**config.mk**
```make
export PLATFORM = sky130hd
export DESIGN_NAME = udp_rx_port_demux
export DESIGN_NICKNAME = d
export VERILOG_FILES = /design/src/rtl/udp_rx_port_demux.sv
export SDC_FILE = /design/constraint.sdc
export NUM_CORES = 1
export LEC_CHECK = 0
export CAP_MARGIN = 10
export CORE_ASPECT_RATIO = 1.1
export CORE_MARGIN = 2
export CORE_UTILIZATION = 43
export CTS_CLUSTER_DIAMETER = 150
export CTS_CLUSTER_SIZE = 28
export DETAILED_ROUTE_END_ITERATION = 8
export GPL_TIMING_DRIVEN = 0
export PLACE_DENSITY = 0.74
export SLEW_MARGIN = 0
export SYNTH_ARGS = -nofsm -noshare
export SYNTH_HDL_FRONTEND = slang
export SYNTH_SLANG_ARGS = --single-unit
```
**constraint.sdc**
```tcl
create_clock -name i_clk -period 2.65 [get_ports i_clk]
set_input_delay 0.3975 -clock i_clk [delete_from_list [all_inputs] [get_ports i_clk]]
set_output_delay 0.3975 -clock i_clk [all_outputs]
set_load 0.005 [all_outputs]
```
**src/rtl/udp_rx_port_demux.sv**
```systemverilog
// UDP receive demultiplexer: matches the destination port of each packet against a
// programmable port table and forwards the payload of matching packets with a channel tag.
module udp_rx_port_demux #(
    parameter int unsigned                P_CHANNELS  = 4,
    // Channel i owns bits [16i+15:16i], so the default table is ch0=0x0808 .. ch3=0x080B.
    parameter logic [16*P_CHANNELS-1:0]   P_DEF_PORTS = 64'h080B_080A_0809_0808,
    parameter bit                         P_LEN_CHECK = 1'b1
) (
    input  logic                         i_clk,
    input  logic                         i_rst,
    input  logic [16*P_CHANNELS-1:0]     i_port_cfg,
    input  logic                         i_port_cfg_valid,
    input  logic [63:0]                  s_axis_ip_data,
    input  logic [55:0]                  s_axis_ip_user,
    input  logic [7:0]                   s_axis_ip_keep,
    input  logic                         s_axis_ip_last,
    input  logic                         s_axis_ip_valid,
    output logic [63:0]                  m_axis_user_data,
    output logic [31:0]                  m_axis_user_user,
    output logic [7:0]                   m_axis_user_keep,
    output logic                         m_axis_user_last,
    output logic                         m_axis_user_valid,
    output logic [15:0]                  o_pkt_ok_cnt,
    output logic [15:0]                  o_pkt_drop_cnt,
    output logic                         o_rx_abort
);

    typedef enum logic [1:0] {
        StIdle,
        StFwd,
        StDiscard
    } state_e;

    state_e state_q, state_d;

    logic [15:0] table_q [P_CHANNELS];

    logic                     in_valid_q;
    logic [63:0]              in_data_q;
    logic [15:0]              in_len_q;
    logic [7:0]               in_keep_q;
    logic                     in_last_q;
    logic                     in_mid_q;
    logic                     first_q;
    logic [16*P_CHANNELS-1:0] cfg_q;
    logic                     cfg_valid_q;

    logic [31:0] user_q, user_d;

    logic        out_valid_q, out_valid_d;
    logic [63:0] out_data_q, out_data_d;
    logic [31:0] out_user_q, out_user_d;
    logic [7:0]  out_keep_q, out_keep_d;
    logic        out_last_q, out_last_d;
    logic        abort_q, abort_d;
    logic [15:0] ok_cnt_q, drop_cnt_q;
    logic        ok_inc, drop_inc;

    logic        unused_user;
    assign unused_user = ^s_axis_ip_user[39:0];

    logic [15:0] hdr_dst;
    logic [15:0] hdr_len;
    logic        match_hit;
    logic [3:0]  match_idx;
    logic        len_ok;
    logic        hdr_fwd;

    assign hdr_dst = in_data_q[47:32];
    assign hdr_len = in_data_q[31:16];

    // Scan from the top down so the lowest matching index wins.
    always_comb begin
        match_hit = 1'b0;
        match_idx = 4'd0;
        for (int i = int'(P_CHANNELS) - 1; i >= 0; i--) begin
            if (table_q[i] == hdr_dst) begin
                match_hit = 1'b1;
                match_idx = 4'(i);
            end
        end
    end

    assign len_ok  = !P_LEN_CHECK || (hdr_len == in_len_q);
    assign hdr_fwd = match_hit && len_ok && (hdr_len > 16'd8) && !in_last_q;

    // Config is staged alongside the data so a load issued with a header beat
    // takes effect only after that header has been matched.
    always_ff @(posedge i_clk) begin
        if (i_rst) begin
            for (int i = 0; i < int'(P_CHANNELS); i++) begin
                table_q[i] <= P_DEF_PORTS[16*i +: 16];
            end
            cfg_q       <= '0;
            cfg_valid_q <= 1'b0;
        end else begin
            cfg_q       <= i_port_cfg;
            cfg_valid_q <= i_port_cfg_valid;
            if (cfg_valid_q) begin
                for (int i = 0; i < int'(P_CHANNELS); i++) begin
                    table_q[i] <= cfg_q[16*i +: 16];
                end
            end
        end
    end

    // A beat captured right after reset belongs to a packet whose header was lost.
    always_ff @(posedge i_clk) begin
        if (i_rst) begin
            in_valid_q <= 1'b0;
            in_data_q  <= '0;
            in_len_q   <= '0;
            in_keep_q  <= 8'hFF;
            in_last_q  <= 1'b0;
            in_mid_q   <= 1'b0;
            first_q    <= 1'b1;
        end else begin
            in_valid_q <= s_axis_ip_valid;
            in_data_q  <= s_axis_ip_data;
            in_len_q   <= s_axis_ip_user[55:40];
            in_keep_q  <= s_axis_ip_keep;
            in_last_q  <= s_axis_ip_last;
            in_mid_q   <= first_q && s_axis_ip_valid;
            first_q    <= 1'b0;
        end
    end

    always_comb begin
        state_d     = state_q;
        user_d      = user_q;
        out_valid_d = 1'b0;
        out_data_d  = out_data_q;
        out_user_d  = out_user_q;
        out_keep_d  = 8'hFF;
        out_last_d  = 1'b0;
        abort_d     = 1'b0;
        ok_inc      = 1'b0;
        drop_inc    = 1'b0;

        unique case (state_q)
            StIdle: begin
                if (in_valid_q) begin
                    if (in_mid_q) begin
                        state_d = in_last_q ? StIdle : StDiscard;
                    end else if (hdr_fwd) begin
                        state_d = StFwd;
                        user_d  = {hdr_len - 16'd8, 12'd0, match_idx};
                    end else begin
                        drop_inc = 1'b1;
                        state_d  = in_last_q ? StIdle : StDiscard;
                    end
                end
            end
            StFwd: begin
                if (!in_valid_q) begin
                    abort_d = 1'b1;
                    state_d = StIdle;
                end else begin
                    out_valid_d = 1'b1;
                    out_data_d  = in_data_q;
                    out_user_d  = user_q;
                    out_keep_d  = in_last_q ? in_keep_q : 8'hFF;
                    out_last_d  = in_last_q;
                    if (in_last_q) begin
                        ok_inc  = 1'b1;
                        state_d = StIdle;
                    end
                end
            end
            StDiscard: begin
                if (!in_valid_q) begin
                    abort_d = 1'b1;
                    state_d = StIdle;
                end else if (in_last_q) begin
                    state_d = StIdle;
                end
            end
            default: state_d = StIdle;
        endcase
    end

    always_ff @(posedge i_clk) begin
        if (i_rst) begin
            state_q     <= StIdle;
            user_q      <= '0;
            out_valid_q <= 1'b0;
            out_data_q  <= '0;
            out_user_q  <= '0;
            out_keep_q  <= 8'hFF;
            out_last_q  <= 1'b0;
            abort_q     <= 1'b0;
            ok_cnt_q    <= '0;
            drop_cnt_q  <= '0;
        end else begin
            state_q     <= state_d;
            user_q      <= user_d;
            out_valid_q <= out_valid_d;
            out_data_q  <= out_data_d;
            out_user_q  <= out_user_d;
            out_keep_q  <= out_keep_d;
            out_last_q  <= out_last_d;
            abort_q     <= abort_d;
            ok_cnt_q    <= ok_cnt_q + {15'd0, ok_inc};
            drop_cnt_q  <= drop_cnt_q + {15'd0, drop_inc};
        end
    end

    assign m_axis_user_data  = out_data_q;
    assign m_axis_user_user  = out_user_q;
    assign m_axis_user_keep  = out_keep_q;
    assign m_axis_user_last  = out_last_q;
    assign m_axis_user_valid = out_valid_q;
    assign o_pkt_ok_cnt      = ok_cnt_q;
    assign o_pkt_drop_cnt    = drop_cnt_q;
    assign o_rx_abort        = abort_q;

endmodule

```
==> impl_metrics.yaml, run 1 <==
cells_and_area:
  mostFrequentLayoutCells: "dfxtp_1 (297), clkdlybuf4s50_1 (281), nand2_1 (183), nor2b_1 (155), a21oi_1 (99)"
  n_fill_cell: 2633
  drive_gt1_share_pct: 9.21
  syn_to_final_growth_pct: 33.7
  fin_cells: 2033
  nets: 1815
  layout_commonest_cell: "dfxtp_1"
timing:
  fin_hold_ws_ns: 0.425
  worstMarginPinSlew_ns: 0.742
  drv_slew: 0
  min_period_ns: 2.93
  max_slew_margin_pct: 50.5
  rsz0062_at_grt: "yes"
  finalWorstSetupSlack_ns: -0.275
  hold_viol_final: 0
  setup_viol: 11
  final.setup_skew_ns: 0.0289
  clock.fmax_ghz: 0.342
  post-route-period-util_pct: 110
clock_tree:
  clockBufferDepth: 3
  clk_latency_ns: 0.50
  clk_pin_slew_worst_paths_ns: 0.11
  h-tree-depth: 1
  cts_tree: "yes"
  numCtsBuffers: 17
  postCtsHoldBufs: 0
  clock-sinks: 366
  cts.root.buffer_cell: "clkbuf_16"
logic_synthesis:
  synthDistinctLibCells: 44
  avgSynthCellArea_um2: 10.3
  synthCells: 1274
  synth_area_um2: 13200
  ys_ff_latch: 366
  yosysSeqAreaShare_pct: 60.6
  ys_warn_count: 0
floorplanning:
  die_y_um: 187
  ios: 336
  design.core.area_um2: 30300
  die_area_um2: 32000
  rows: 67
  die_x_um: 171
  start_util_pct: 43.5
worst_setup_path:
  crit_arrival_ns: 3.32
  critPathKind: "register to register"
  reg2regPathDepth: 12
  crit_fanout: 3
  crit_required_ns: 3.04
  cp-start-kind: "register"
  endpoint_kind: "register"
routing:
  drc: 0
  routedWlPerCell_um: 16.4
  ant_nets: 0
  dr.pass1.iters: 5
  drt_iter0_drc: 431
  wl_mm: 33.4
  avgViaCountPerCell: 4.66
  vias: 9474
hold_path:
  min_path_type: "register to register"
  min_path_cells: 1
global_route:
  grt_max_degree: 43
  grt_pass1_wl_mm: 50.1
  gr-total-overflow: 0
  grt_pass1_vias: 9217
  track_usage_pct: 20.2
  antenna_found_initial: 2
status:
  status: "finished with violations"
  violations: "negative setup slack"
place:
  globalplace.congestion: 0.823
  io_buffers: 281
  dp_hpwl_mm: 24.6
  placed_cells: 1983
power:
  p_clk_share_pct: 30.5
  p_int_mw: 7.49
  p_sw_share_pct: 22.1
  powerDensity_nw_per_um2: 546
  p_sw_mw: 2.12
  seq_power_share_pct: 61.5
  p_leak_nw: 6.33
  ir_worst_vdd_mv: 0.340
  comb_power_share_pct: 8.0
run:
  max_cap_violations: 0
[power groups by stage]
stage / clock [mW] / combinational [mW] / sequential [mW]
after floorplan: 0 / 0.381 / 6.01
after global placement: 0 / 0.726 / 6.03
after detailed placement: 0 / 0.738 / 6.03
after CTS: 3.01 / 0.766 / 5.91
after global routing: 3.19 / 0.836 / 5.93
final: 2.93 / 0.768 / 5.91
[metrics by stage]
step                      util, %  setup WS [ns]  total power, mW  area, µm²  TNS, ns
after floorplan                 -         -0.225             6.39      13200    -1.07
after global placement       54.8          -1.56             6.76      16600  -121.82
after detailed placement     54.8          -1.19             6.77      16600   -95.57
after CTS                    57.4         -0.299             9.68      17400    -2.23
after global routing         58.1         -0.382             9.96      17600    -3.49
final                        58.1         -0.275             9.61      17600    -2.04
[flip-flops by register name (all words and copies together) (netlist names)]
name               flops
o_pkt_drop_cnt        16
in_last_q              1
o_pkt_ok_cnt          16
in_len_q              16
m_axis_user_user      18
m_axis_user_valid      1
state_q                2
cfg_q                 64
in_mid_q               1
in_valid_q             1
m_axis_user_last       1
table_q               64
first_q                1
in_keep_q              8
in_data_q             64
cfg_valid_q            1
m_axis_user_keep       8
o_rx_abort             1
user_q                18
m_axis_user_data      64
[synth_stat cells (all sizes together)]
| library cell | count | area (µm²) |
|---|---|---|
| or4 | 2 | 18.8 |
| nor4 | 9 | 62.6 |
| nand3 | 22 | 123 |
| and3 | 8 | 55.1 |
| nor2b | 155 | 970 |
| dfxtp | 302 | 6050 |
| or4b | 1 | 10.0 |
| inv | 7 | 26.3 |
| nand4b | 2 | 32.5 |
| xor2 | 39 | 342 |
| mux2i | 1 | 10.0 |
| edfxtp | 64 | 1920 |
| a21oi | 101 | 505 |
| nand3b | 1 | 7.51 |
| ha | 7 | 87.6 |
| nand4 | 21 | 131 |
| or3 | 10 | 68.8 |
| conb | 1 | 3.75 |
| o31ai | 5 | 37.5 |
| buf | 39 | 243 |
| xnor2 | 74 | 648 |
| o21ai | 24 | 120 |
| nor2 | 35 | 139 |
| and2 | 55 | 344 |
| nor3 | 11 | 55.1 |
| nor4b | 1 | 8.76 |
| nor3b | 1 | 7.51 |
| nand2b | 18 | 113 |
| or2 | 17 | 106 |
| nand2 | 185 | 697 |
| clkbuf | 56 | 210 |
[worst paths after layout]
| check | end | start | slack [ns] |
|---|---|---|---|
| max | o_pkt_drop_cnt[14] | in_data_q[24] | -0.28 |
| max reg2reg | o_pkt_drop_cnt[14] | in_data_q[24] | -0.28 |
| min reg2reg | m_axis_user_keep[2] | in_keep_q[2] | 0.42 |
| min | m_axis_user_keep[2] | in_keep_q[2] | 0.42 |
[logic make-up (layout without fill, tap and decap cells)]
family / Yosys count / in the layout / share of synthesized area, %
compound gates: 130 / 130 / 5.04
flops: 366 / 366 / 60.6
xor+xnor: 113 / 113 / 7.53
other cells: 1 / 16 / 0.0285
mux: 1 / 1 / 0.0761
buf+inv: 102 / 432 / 3.64
simple gates: 554 / 554 / 22.4
fa+ha+maj: 7 / 7 / 0.666
[routing by layer]
layer	vias up	track usage (%)	part of all wire, %
met2	278	37.1	51
met3	51	3.09	5.9
met5	-	0	0
met1	4398	24.2	40
met4	0	5.49	2.6
li1	4747	-	-
[layout make-up]
cell class	instances	area, µm²	share of cell area, %
well taps	414	518	2.95
clock buffers	24	452	2.57
clock inverters	1	30.0	0.171
repair buffers	310	3050	17.4
multi-input cells	819	5030	28.6
inverters	7	26.3	0.149
plain buffers	90	482	2.74
flip-flops and latches	366	7990	45.4
diodes	2	5.00	0.0285
[worst max-delay path, cell delays in order (launching register included)]
cell      delay (ns)
dfxtp_4         0.36
or4_4           0.55
or3_4           0.35
nand4b_4        0.19
nand2_2         0.11
nor3_2          0.04
nor3_2          0.15
ha_2            0.24
ha_4            0.16
nand3_4         0.07
or3_4           0.41
xnor2_2         0.13
nor2_1          0.05
[repair_timing]
item,CTS,global route
gates resized for setup,36,43
endpoints found under the setup margin,82,68
endpoints found under the hold margin,0,0
pin swaps,13,17
gates cloned,0,1
buffers inserted,18,9
Note: power is estimated with default switching activity, not from simulation.
==> run 2, diff against run 1 <==
--- a/config.mk
+++ b/config.mk
@@ -8,12 +8,12 @@
 export CAP_MARGIN = 10
 export CORE_ASPECT_RATIO = 1.1
 export CORE_MARGIN = 2
-export CORE_UTILIZATION = 43
+export CORE_UTILIZATION = 42
 export CTS_CLUSTER_DIAMETER = 150
 export CTS_CLUSTER_SIZE = 28
 export DETAILED_ROUTE_END_ITERATION = 8
 export GPL_TIMING_DRIVEN = 0
-export PLACE_DENSITY = 0.74
+export PLACE_DENSITY = 0.73
 export SLEW_MARGIN = 0
 export SYNTH_ARGS = -nofsm -noshare
 export SYNTH_HDL_FRONTEND = slang
==> impl_metrics.yaml, run 2 (synthesis gave the netlist of run 1 again) <==
timing:
  drv_slew: 0
  finalWorstSetupSlack_ns: -0.277
  fin_hold_ws_ns: 0.414
  finalSetupTns_ns: -2.02
  setup_viol: 13
  final.setup_skew_ns: 0.0397
  rsz0062_at_grt: "yes"
  clock.fmax_ghz: 0.342
  worstMarginPinSlew_ns: 0.731
  min_period_ns: 2.93
  hold_viol_final: 0
  post-route-period-util_pct: 110
  max_slew_margin_pct: 51.3
worst_setup_path:
  r2r-start: "in_data_q[24]"
  endpoint_kind: "register"
  reg2regPathDepth: 12
  crit_required_ns: 3.05
  cp-start-kind: "register"
  critPathKind: "register to register"
  crit_fanout: 2
  crit_arrival_ns: 3.32
  crit_start: "in_data_q[24]"
clock_tree:
  clk_pin_slew_worst_paths_ns: 0.10
  clock-sinks: 366
  numCtsBuffers: 17
  clk_latency_ns: 0.52
  cts.root.buffer_cell: "clkbuf_16"
  cts_tree: "yes"
  h-tree-depth: 1
  clockBufferDepth: 3
routing:
  avgViaCountPerCell: 4.72
  routedWlPerCell_um: 16.7
  top_layer: "met4"
  dr_wl_met3_mm: 2.01
  ant_nets: 0
  drt_iter0_drc: 446
  vias: 9577
  drc: 0
  routedLengthMet1_mm: 13.6
  wl_mm: 33.8
  met2_length_mm: 16.7
  dr.pass1.iters: 5
floorplanning:
  die_y_um: 190
  die_x_um: 173
  die_area_um2: 32700
  start_util_pct: 42.9
  rows: 67
  design.core.area_um2: 30700
  ios: 336
power:
  power_mw: 9.63
  ir_worst_vdd_mv: 0.378
  powerDensity_nw_per_um2: 551
  p_leak_nw: 6.29
global_route:
  grt_max_degree: 30
  grt_pass1_vias: 9523
  track_usage_pct: 20.1
  grt_pass1_wl_mm: 51.9
  antenna_found_initial: 2
  gr-total-overflow: 0
cells_and_area:
  layout_commonest_cell: "dfxtp_1"
  mostFrequentLayoutCells: "dfxtp_1 (297), clkdlybuf4s50_1 (281), nand2_1 (181), nor2b_1 (155), a21oi_1 (100)"
  drive_gt1_share_pct: 8.37
  fin_util_pct: 57.0
  syn_to_final_growth_pct: 33.0
  nets: 1811
  final_area_um2: 17500
place:
  dp_hpwl_mm: 24.7
  io_buffers: 281
  placed_area_um2: 16600
  globalplace.congestion: 0.841
run:
  max_cap_violations: 0
status:
  violations: "negative setup slack"
  status: "finished with violations"
hold_path:
  min_path_cells: 1
  worstHoldStart: "in_keep_q[3]"
  min_path_type: "register to register"
## run 2: cell types whose count changed in the layout (fill, tap and decap cells not counted), moves of 2 or more
cell      before  now
o31ai_2        3    0
nand2_2        1    3
o31ai_1        2    5
nand3_1       13   18
xnor2_2        7    5
dfxtp_2        0    2
nand2_1      183  181
clkbuf_4       3    0
nand3_2        6    1
dfxtp_4        5    3
xnor2_1       67   69
buf_4         45   43
## run 2: layout make-up
cell class	count	area [µm²]
fillers	2720	13200
flip-flops and latches	366	7980
multi-input cells	820	4970
repair buffers	304	3010
well taps	414	518
plain buffers	91	492
clock buffers	23	448
clock inverters	2	38.8
inverters	7	26.3
diodes	2	5.00
## run 2: critical path: stages, from the launching register on
cell      delay [ns]
dfxtp_4         0.37
or4_4           0.54
or3_4           0.35
nand4b_4        0.20
nand2_4         0.11
nor3_2          0.04
nor3_2          0.16
ha_2            0.24
ha_4            0.15
nand3_4         0.07
or3_4           0.41
xnor2_2         0.13
nor2_1          0.05
## run 2: path summary, 6_finish.rpt
kind | to | slack [ns]
setup / recovery | o_pkt_drop_cnt[14] | -0.28
hold / removal | m_axis_user_keep[3] | 0.41
setup reg to reg | o_pkt_drop_cnt[14] | -0.28
hold reg to reg | m_axis_user_keep[3] | 0.41
## run 2: timing repair
action,CTS,global route
cloned,1,0
buffers inserted,18,4
resized for setup,47,13
endpoints found under the setup margin,82,16
pin swaps,16,12
hold buffers,0,0
endpoints found under the hold margin,0,0
## run 2: report_power, final
group          total [mW]  internal [mW]  leakage [nW]  switching (mW)
logic               0.772          0.435          2.89           0.337
clock network        2.95           1.23         0.233            1.72
registers            5.91           5.83          3.16          0.0802
## run 2: through the flow
| step | cells | setup WS [ns] |
|---|---|---|
| 2_1_floorplan | 1287 | -0.225 |
| 3_3_place_gp | 1982 | -1.45 |
| 3_5_place_dp | 1983 | -1.24 |
| 4_1_cts | 2026 | -0.265 |
| 5_1_grt | 2029 | -0.364 |
| 6_report | 2029 | -0.277 |
## run 2: per-layer routing
| metal | vias up | GRT usage, % |
|---|---|---|
| li1 | 4739 | - |
| met3 | 72 | 3.66 |
| met2 | 288 | 36.4 |
| met5 | - | 0 |
| met1 | 4478 | 23.6 |
| met4 | 0 | 8.47 |
